[src/rtl/rv32i_pkg.sv]
// Shared RV32I definitions: widths, NOP encoding, reset PC, opcodes and IFU state encoding.
// Used by the fetch unit and the control decoder.
package rv32i_pkg;

    localparam int          XLEN             = 32;
    localparam logic [31:0] NOP_INST         = 32'h0000_0013;
    localparam logic [31:0] RESET_PC_DEFAULT = 32'h0000_0000;

    localparam logic [6:0] OPC_LUI    = 7'b0110111;
    localparam logic [6:0] OPC_AUIPC  = 7'b0010111;
    localparam logic [6:0] OPC_JAL    = 7'b1101111;
    localparam logic [6:0] OPC_JALR   = 7'b1100111;
    localparam logic [6:0] OPC_BRANCH = 7'b1100011;
    localparam logic [6:0] OPC_LOAD   = 7'b0000011;
    localparam logic [6:0] OPC_STORE  = 7'b0100011;
    localparam logic [6:0] OPC_OPIMM  = 7'b0010011;
    localparam logic [6:0] OPC_OP     = 7'b0110011;
    localparam logic [6:0] OPC_SYSTEM = 7'b1110011;

    typedef enum logic [1:0] {
        BOOT  = 2'd0,
        REQ   = 2'd1,
        VALID = 2'd2,
        ERR   = 2'd3
    } ifu_state_t;

endpackage

[src/rtl/ifu_watchdog.sv]
// Purpose: counts consecutive REQ cycles without ack and flags expiry. Present only with IFU_TIMEOUT_EN.
// Latency: expired is combinational on the TIMEOUT_CYCLES-th waiting cycle; backpressure: none.
`ifdef IFU_TIMEOUT_EN
module ifu_watchdog #(
    parameter int TIMEOUT_CYCLES = 16
) (
    input  logic clk,
    input  logic rst_n,
    input  logic waiting,
    output logic expired
);
    localparam int CW = $clog2(TIMEOUT_CYCLES + 1);

    logic [CW-1:0] cnt;

    // Any non-waiting cycle clears the count, so every entry into REQ starts from zero.
    always_ff @(posedge clk or negedge rst_n) begin
        if (!rst_n) begin
            cnt <= '0;
        end else if (waiting) begin
            cnt <= cnt + 1'b1;
        end else begin
            cnt <= '0;
        end
    end

    assign expired = waiting && (cnt == CW'(TIMEOUT_CYCLES - 1));

endmodule
`endif

[src/rtl/inst_fetch_unit.sv]
// Purpose: holds the PC, fetches from IMEM over req/ack, presents inst/pc to decode; optional IFU_TIMEOUT_EN watchdog.
// Latency: 1 cycle from ack to inst_valid; 1 instruction per 2 cycles at best.
// Backpressure: inst/pc held stable while inst_valid & !inst_ready; no new request until accept.
module inst_fetch_unit
    import rv32i_pkg::*;
#(
    parameter logic [31:0] RESET_PC       = RESET_PC_DEFAULT,
    parameter int          TIMEOUT_CYCLES = 16
) (
    input  logic            clk,
    input  logic            rst_n,
    output logic            imem_req,
    output logic [XLEN-1:0] imem_addr,
    input  logic            imem_ack,
    input  logic [XLEN-1:0] imem_rdata,
    output logic [XLEN-1:0] inst,
    output logic [XLEN-1:0] pc,
    output logic            inst_valid,
    input  logic            inst_ready,
    input  logic            PCSel,
    input  logic [XLEN-1:0] ALU_result,
    output logic            fetch_err
);

    if (TIMEOUT_CYCLES < 1) begin : g_bad_timeout
        $error("TIMEOUT_CYCLES must be at least 1");
    end

    ifu_state_t      state, state_nxt;
    logic [XLEN-1:0] pc_q, pc_nxt;
    logic [XLEN-1:0] inst_q, inst_nxt;
    logic            err_q, err_nxt;
    logic [XLEN-1:0] next_pc;
    logic            wd_expired;

`ifdef IFU_TIMEOUT_EN
    ifu_watchdog #(
        .TIMEOUT_CYCLES(TIMEOUT_CYCLES)
    ) u_watchdog (
        .clk    (clk),
        .rst_n  (rst_n),
        .waiting((state == REQ) && !imem_ack),
        .expired(wd_expired)
    );
`else
    assign wd_expired = 1'b0;
`endif

    always_ff @(posedge clk or negedge rst_n) begin
        if (!rst_n) begin
            state  <= BOOT;
            pc_q   <= RESET_PC;
            inst_q <= NOP_INST;
            err_q  <= 1'b0;
        end else begin
            state  <= state_nxt;
            pc_q   <= pc_nxt;
            inst_q <= inst_nxt;
            err_q  <= err_nxt;
        end
    end

    always_comb begin
        state_nxt = state;
        pc_nxt    = pc_q;
        inst_nxt  = inst_q;
        err_nxt   = err_q;
        // Redirect target has bit 0 forced low; bit 1 set means a misaligned word address.
        next_pc   = PCSel ? (ALU_result & ~32'd1) : (pc_q + 32'd4);

        case (state)
            BOOT: begin
                state_nxt = REQ;
            end
            REQ: begin
                if (imem_ack) begin
                    inst_nxt  = imem_rdata;
                    state_nxt = VALID;
                end else if (wd_expired) begin
                    inst_nxt  = NOP_INST;
                    err_nxt   = 1'b1;
                    state_nxt = VALID;
                end
            end
            VALID: begin
                if (inst_ready) begin
                    if (next_pc[1]) begin
                        err_nxt   = 1'b1;
                        state_nxt = ERR;
                    end else begin
                        pc_nxt    = next_pc;
                        state_nxt = REQ;
                    end
                end
            end
            ERR: begin
                err_nxt = 1'b1;
            end
            default: begin
                state_nxt = BOOT;
            end
        endcase
    end

    // Request and valid decode straight from state so an async reset drops them immediately.
    assign imem_req   = (state == REQ);
    assign imem_addr  = pc_q;
    assign inst_valid = (state == VALID);
    assign inst       = inst_q;
    assign pc         = pc_q;
    assign fetch_err  = err_q;

endmodule

[config.mk]
export PLATFORM = sky130hd
export DESIGN_NAME = inst_fetch_unit
export DESIGN_NICKNAME = d
export VERILOG_FILES = /design/src/rtl/rv32i_pkg.sv /design/src/rtl/ifu_watchdog.sv /design/src/rtl/inst_fetch_unit.sv
export SDC_FILE = /design/constraint.sdc
export NUM_CORES = 1
export LEC_CHECK = 0
export CORE_ASPECT_RATIO = 1.75
export CORE_MARGIN = 2
export CORE_UTILIZATION = 42
export CTS_CLUSTER_DIAMETER = 50
export DETAILED_ROUTE_END_ITERATION = 6
export PLACE_DENSITY_LB_ADDON = 0.3
export REMOVE_ABC_BUFFERS = 1
export SLEW_MARGIN = 10
export SYNTH_ARGS = -nofsm -noshare
export SYNTH_HDL_FRONTEND = slang
export SYNTH_SLANG_ARGS = --single-unit
[constraint.sdc]
create_clock -name clk -period 2.62 [get_ports clk]
set_clock_uncertainty 0.2 [all_clocks]
set_input_delay 0.524 -clock clk [delete_from_list [all_inputs] [get_ports clk]]
set_output_delay 0.524 -clock clk [all_outputs]
set_load 0.005 [all_outputs]
# Word level (Yosys, flattened, before mapping)
# Cells that the tools add are included.
dict set report classes {
  addsub 1
  mul 0
  n_div 0
  magnitude_cmp 0
  n_eq_ne 6
  shift 0
  n_mux 8
  n_bitwise 1
  reduce_logical 7
}
# cell count
set op_table {}
lappend op_table {{$add 32x3->32 const B} 1}
lappend op_table {{$mux 32} 1}
lappend op_table {{$reduce_and 3->1} 3}
lappend op_table {{$mux 2} 3}
lappend op_table {{$ne 2x1->1 const B} 3}
lappend op_table {{$pmux 2 s3} 1}
lappend op_table {{$eq 2x2->1 const B} 2}
lappend op_table {{$reduce_bool 3->1} 1}
lappend op_table {{$eq 2x1->1 const B} 1}
lappend op_table {{$logic_not 2->1} 1}
lappend op_table {{$mux 1} 2}
lappend op_table {{$pmux 1 s2} 1}
lappend op_table {{$reduce_and 2->1} 1}
lappend op_table {{$reduce_bool 2->1} 1}
lappend op_table {{$not 1->1} 1}
dict set report totals {
  ff_bits 66
  latchBits 0
  mem_bits_rw 0
  romBits 0
  input_bits 69
  output_inout_bits 99
  wordCells 27
  memories 0
}

# Depth between registers and ports, before layout
# Gate-level depths: netlist of run 1.
dict set report logic_depth {
  ltp_word 5
  depth_mapped 8
  ltp_nobuf 7
}

# Worst setup path before layout of run 1
# OpenSTA, ideal clock, no wires.
dict set report synth_path {
  kind {register to register}
  from {register pc_q[2] (netlist: imem_addr[2])}
  to {register pc_q[24] (netlist: imem_addr[24])}
  t_arrival_ns 1.636
  t_required_ns 2.299
  path_slack_ns 0.663
  path_stages_with_launch 7
  path_buffers 0
  period_less_slack_ns 1.957
  cell_sequence {dfrtp_1 -> ha_1 -> and3_1 -> nand3_2 -> nor4_1 -> a31oi_1 -> o22a_1}
}
dict set report synth_via {
  elab_chain_len 2
}
# element line
set synth_lines {}
lappend synth_lines {{from (decl)} inst_fetch_unit.sv:30} ;# logic [XLEN-1:0] pc_q, pc_nxt;
lappend synth_lines {{from (signal assigned)} inst_fetch_unit.sv:57} ;# pc_q <= pc_nxt;
lappend synth_lines {{$add 32x3->32} inst_fetch_unit.sv:69} ;# next_pc = PCSel ? (ALU_result & ~32'd1) : (pc_q + 32'd4);
lappend synth_lines {{$mux 32} inst_fetch_unit.sv:69}
# No other way between the ends.
# A chain may end at the register's enable or synchronous reset.

# Final worst setup path of run 1
dict set report layout_path {
  from {register state[0]}
  to {output inst_valid}
}
dict set report layout_via {
  elab_chain_len 1
}
# element line
set layout_lines {}
lappend layout_lines {{from (decl)} inst_fetch_unit.sv:29} ;# ifu_state_t state, state_nxt;
lappend layout_lines {{from (signal assigned)} inst_fetch_unit.sv:56} ;# state <= state_nxt;
lappend layout_lines {{$eq 2x2->1} inst_fetch_unit.sv:108} ;# assign inst_valid = (state == VALID);
lappend layout_lines {{to (decl)} inst_fetch_unit.sv:18} ;# output logic inst_valid,
# No other way between the ends.

==> results.toml, run 1 <==
[clock_tree]
cts_num_sinks = 65
htreeDepth = 3
cts_buffer_depth = 2
cts_root_buf = "clkbuf_16"
cts_hold_buf = 0
cts_buffers = 9
insertion_delay_ns = 0.32
path_clk_slew_ns = 0.05
cts_setup_buffers = 0
cts_resized = 0
cts_tree = "yes"

[logic_synthesis]
async_reset_ff_frac = 1.00
synth_edf_count = 0
ys_types = 51
syn-cell-area_sq_mm = 0.00362
syn_avg_cell_area_sq_um = 9.95
synth_warnings = 0
synth-seq-cells = 65
syn_inst = 364
synthFlopType = "dfrtp_1"
ys_seq_area_frac = 0.450

[worst_setup_path]
cp-start-kind = "flop"
worstSetupStartpoint = "state[0]"
slowest_delay_ns = 0.55
arrival_ns = 1.60
crit_path_cell_trace = "inv_1 > ha_1 > clkdlybuf4s50_1"
cp_slowest_cell = "clkdlybuf4s50_1"
setup.worst_path.class = "flop to primary output"
cp.required_ns = 1.90
worst_setup_path_end_kind = "primary output"
timing.critical_path.fanout_max = 5
reg2reg_from = "imem_addr[2]"

[place]
gp_congestion = 0.850
io_buffers = 162
hpwl_mm = 7.46

[pwr]
internal-power_mw = 3.79
combPwrFrac = 0.432
leakage_nw = 2.18
switching_share = 0.297
p_seq_frac = 0.352
power.density_mw_per_mm2 = 988
switchingPower_mw = 1.60
p_clk_frac = 0.215
p_total_mw = 5.38
peakVddDrop_mv = 0.579

[finish]
multi_input_comb_area_sq_mm = 0.00162
n_fill_cell = 696
fin_nets = 570
final_layout_size_suffix_gt1_frac = 0.131
syn_to_final_growth_pct = 50.4
final-seq-area_sq_mm = 0.00163
final_cell_mix = "clkdlybuf4s50_1, dfrtp_1, mux2_2"
layout_commonest_cell = "clkdlybuf4s50_1"
n_antenna_cell = 0

[floorplanning]
dieArea_sq_mm = 0.00941
die_w_um = 74.2
fp.dieH_um = 127
initial_core_util = 0.436
ios = 168
placementRows = 44
core_sq_mm = 0.00831

[detailed_routing]
wirelength_mm = 9.98
detail_route.iter0.violations = 159
drt-wirelength-per-cell_um = 16.2
vias = 3342
drc = 0
via_per_inst = 5.42
postRouteAntennaNets = 0
dr.pass1.iters = 4

[grt]
grt_pass1_vias = 3312
grt_usage = 0.216
grt_first_pass_wirelength_mm = 15.7
grt_max_degree = 66
antenna_found_initial = 0
gr-total-overflow = 0

[timing]
clock.fmax_ghz = 0.430
post-route-period-util = 0.888
setup_viol = 0
final-max-slew-violation-count = 0
rsz0062_at_grt = "false"
tightest_slew_ns = 0.592
hold_viol_final = 0
fin_crit_ns = 2.33
finalSetupTns_ns = 0
relSlewSlack = 0.604

[flow_run]
drv_cap = 0

[outcome]
status = "completed"

[hold_path]
min_path_type = "input port to asynchronous set/reset pin"
-- cells in the mapped netlist (all sizes together), types with 5 or more instances --
master	number	share of area
a211oi	9	0.019
a21oi	19	0.026
and3	9	0.017
buf	41	0.082
clkbuf	11	0.012
dfrtp	62	0.43
inv	10	0.010
mux2	33	0.10
nand2	24	0.025
nand3	14	0.024
nor2	21	0.022
nor3	16	0.022
nor4	11	0.027
o21ai	23	0.032
o22ai	5	0.0086
or3	7	0.012
-- per-stage QoR --
stage / worst slack, ns / cells / instance area [sq um] / hold slack [ns] / util
2_1_floorplan: 0.0610 / 315 / 3290 / 0.0284 / -
3_3_place_gp: 0.127 / 601 / 5160 / 0.278 / 0.620
3_5_place_dp: 0.108 / 601 / 5160 / 0.291 / 0.620
4_1_cts: 0.276 / 617 / 5450 / 0.0232 / 0.655
5_1_grt: 0.228 / 617 / 5450 / 0.0437 / 0.655
6_report: 0.294 / 617 / 5450 / 0.00466 / 0.655
-- layout make-up --
cell class,count,share of cell area
multi-input combinational,240,0.298
sequential,65,0.299
timing repair buffer,171,0.316
clock inverter,3,0.00735
tap,115,0.0264
clock buffer,13,0.0459
inverter,10,0.00689
-- routing by layer --
layer / up-vias / routed length (um) / GRT usage
li1: 1561 / - / -
met1: 1598 / 3800 / 0.240
met2: 164 / 5150 / 0.379
met3: 19 / 781 / 0.0429
met4: 0 / 240 / 0.105
met5: - / 0 / 0
-- registers in the layout, summed over array words and instances, names as in the netlist --
signal	count
inst	32
imem_addr	30
state	2
fetch_err	1
-- power by group through the flow --
stage	Combinational, mW	Sequential, mW	Clock (mW)
6_report	2.33	1.90	1.16
5_1_grt	2.54	1.96	1.23
4_1_cts	2.36	1.90	1.19
3_5_place_dp	2.35	1.91	0
3_3_place_gp	2.30	1.87	0
2_1_floorplan	0.761	1.90	0
-- worst max-delay path: cells and delay by family, from the launching register on --
family | cells | cell delay (ns)
adder cells (fa/ha/maj) | 1 | 0.24
buffers and inverters | 2 | 0.63
flip-flops | 1 | 0.42
-- cells by family (layout without fill, tap and decap cells) --
group,Yosys count,in the layout,share of synthesized area
mux,37,37,0.114
buf+inv,62,197,0.104
flops,65,65,0.450
compound gates,78,78,0.137
other cells,1,4,0.00104
fa+ha+maj,4,4,0.0138
simple gates,117,117,0.180
-- final timing paths --
check | slack (ns) | cells after the start | end
max | 0.29 | 3 | inst_valid
min | 0.005 | 2 | inst[5]
max reg2reg | 0.42 | 6 | imem_addr[24]
min reg2reg | 0.30 | 1 | inst[23]
max in group asynchronous | 1.89 | 2 | inst[1]
min in group clk | 0.30 | 1 | inst[23]
Note: power is estimated with default switching activity, not from simulation.
==> run 2: changes to the inputs <==
--- a/config.mk
+++ b/config.mk
@@ -5,6 +5,7 @@
 export SDC_FILE = /design/constraint.sdc
 export NUM_CORES = 1
 export LEC_CHECK = 0
+export ABC_CLOCK_PERIOD_IN_PS = 2620
 export CORE_ASPECT_RATIO = 1.75
 export CORE_MARGIN = 2
 export CORE_UTILIZATION = 42
==> results of run 2 <==
Final layout, timing and power as in run 1 (identical DEF).
==> run 3: changes to the inputs <==
--- a/config.mk
+++ b/config.mk
@@ -5,10 +5,10 @@
 export SDC_FILE = /design/constraint.sdc
 export NUM_CORES = 1
 export LEC_CHECK = 0
-export ABC_CLOCK_PERIOD_IN_PS = 2620
+export ABC_CLOCK_PERIOD_IN_PS = 2990
 export CORE_ASPECT_RATIO = 1.75
 export CORE_MARGIN = 2
-export CORE_UTILIZATION = 42
+export CORE_UTILIZATION = 45
 export CTS_CLUSTER_DIAMETER = 50
 export DETAILED_ROUTE_END_ITERATION = 6
 export PLACE_DENSITY_LB_ADDON = 0.3
==> constraint.sdc (replaced) <==
create_clock -name clk -period 2.99 [get_ports clk]
set_clock_uncertainty 0.2 [all_clocks]
set_input_delay 0.598 -clock clk [delete_from_list [all_inputs] [get_ports clk]]
set_output_delay 0.598 -clock clk [all_outputs]
set_load 0.005 [all_outputs]
==> run 3 against run 2 <==
Against the previous run: total power decreased by 13%; register-to-register slack improved by 0.25 ns; sequential cell count unchanged; setup slack improved by 0.25 ns; via count increased by 1.4%; combinational power decreased by 13%; core utilization increased by 2.9 points; critical path type is now input port to flop; largest cell class unchanged; highest routed layer unchanged.
==> results.toml, run 3 (synthesized netlist as in run 1, its figures left out) <==
[detailed_routing]
wirelength_mm = 10.0
postRouteAntennaNets = 0
drc = 0
dr.pass1.iters = 5
drt-wirelength-per-cell_um = 16.9
via_per_inst = 5.73
vias = 3389
detail_route.iter0.violations = 194

[clock_tree]
cts_hold_buf = 0
cts_resized = 0
cts_tree = "yes"
cts_root_buf = "clkbuf_16"
cts_buffers = 9
cts_setup_buffers = 0
cts_num_sinks = 65
htreeDepth = 3
path_clk_slew_ns = 0.05
insertion_delay_ns = 0.33
cts_buffer_depth = 2

[grt]
grt_first_pass_wirelength_mm = 15.6
grt_max_degree = 66
grt_pass1_vias = 3307
grt_usage = 0.227
gr-total-overflow = 0
antenna_found_initial = 0

[timing]
hold_slack_ns = 0.0797
post-route-period-util = 0.816
finalSetupTns_ns = 0
final-max-slew-violation-count = 0
rsz0062_at_grt = "false"
fin_crit_ns = 2.44
hold_viol_final = 0
setup_viol = 0
tightest_slew_ns = 0.593
clock.fmax_ghz = 0.410
relSlewSlack = 0.603

[finish]
final_util = 0.684
n_antenna_cell = 0
final_cell_mix = "clkdlybuf4s50_1, dfrtp_1, mux2_2"
layout_commonest_cell = "clkdlybuf4s50_1"
fin_nets = 569
final_layout_size_suffix_gt1_frac = 0.130
largest_reg_flops = 32
syn_to_final_growth_pct = 48.4
stdcell_count = 591

[pwr]
power.density_mw_per_mm2 = 875
p_seq_frac = 0.357
switching_share = 0.301
p_clk_frac = 0.213
peakVddDrop_mv = 0.579
leakage_nw = 2.16
combPwrFrac = 0.430
switchingPower_mw = 1.42
internal-power_mw = 3.29

[worst_setup_path]
worst_setup_path_end_kind = "flop"
cp-start-kind = "input port"
slowest_delay_ns = 0.55
cp_slowest_cell = "or3_1"
crit_path_cell_trace = "clkdlybuf4s50_1 > nand2_1 > nand3_1 > or3_1 > nor4_1 > nor4_1"
timing.critical_path.fanout_max = 9
cp.required_ns = 2.99
arrival_ns = 2.44
setup.worst_path.class = "input port to flop"
cp_common_cell = "nor4_1"

[place]
hpwl_mm = 7.37
io_buffers = 162
gp_congestion = 0.819
dp_cells = 575

[floorplanning]
fp.dieH_um = 123
core_sq_mm = 0.00786
dieArea_sq_mm = 0.00881
die_w_um = 71.8
placementRows = 43
ios = 168
initial_core_util = 0.461

[hold_path]
min_path_type = "input port to asynchronous set/reset pin"

[outcome]
status = "completed"

[flow_run]
drv_cap = 0
## run 3: changes by cell type in the layout (fill, tap and decap cells not counted), sizes merged
cell / change
clkinv: +1
buf: -1
clkbuf: -1
## run 3: final cells by class
class                      instances  area, sq um
fill                             647         2480
timing repair buffer             170         1690
sequential                        65         1630
multi-input combinational        240         1620
clock buffer                      12          236
tap                               90          113
clock inverter                     4         45.0
inverter                          10         37.5
## run 3: power by group through the flow
stage / combinational [mW] / clock (mW) / sequential, mW
4_1_cts: 2.05 / 1.02 / 1.67
3_5_place_dp: 2.04 / 0 / 1.68
6_report: 2.02 / 1.00 / 1.68
3_3_place_gp: 1.99 / 0 / 1.65
5_1_grt: 2.19 / 1.06 / 1.73
2_1_floorplan: 0.667 / 0 / 1.66
## run 3: path summary, 6_finish.rpt
kind	startpoint	to	slack [ns]	cells past startpoint
setup / recovery	ALU_result[1]	imem_addr[21]	0.55	6
min in group clk	fetch_err	fetch_err	0.28	2
hold / removal	rst_n	inst[18]	0.08	2
hold reg to reg	fetch_err	fetch_err	0.28	2
setup reg to reg	state[0]	imem_addr[20]	0.67	7
max in group asynchronous	rst_n	inst[1]	2.19	2
## run 3: stage by stage
step / area [sq um] / setup slack (ns) / total power [mW]
2_1_floorplan: 3290 / 0.431 / 2.33
3_3_place_gp: 5090 / 0.301 / 3.65
3_5_place_dp: 5090 / 0.240 / 3.72
4_1_cts: 5380 / 0.583 / 4.75
5_1_grt: 5380 / 0.483 / 4.98
6_report: 5380 / 0.549 / 4.70
## run 3: worst max-delay path: cells and delay by family
family	cells	cell delay, ns
buf+inv	1	0.45
simple gates	5	1.39
## run 3: layer usage
metal,routed length (um),GRT usage,up-vias
met5,0,0,-
met2,5110,0.406,207
met1,3700,0.245,1597
met3,883,0.0509,27
li1,-,-,1558
met4,313,0.118,0
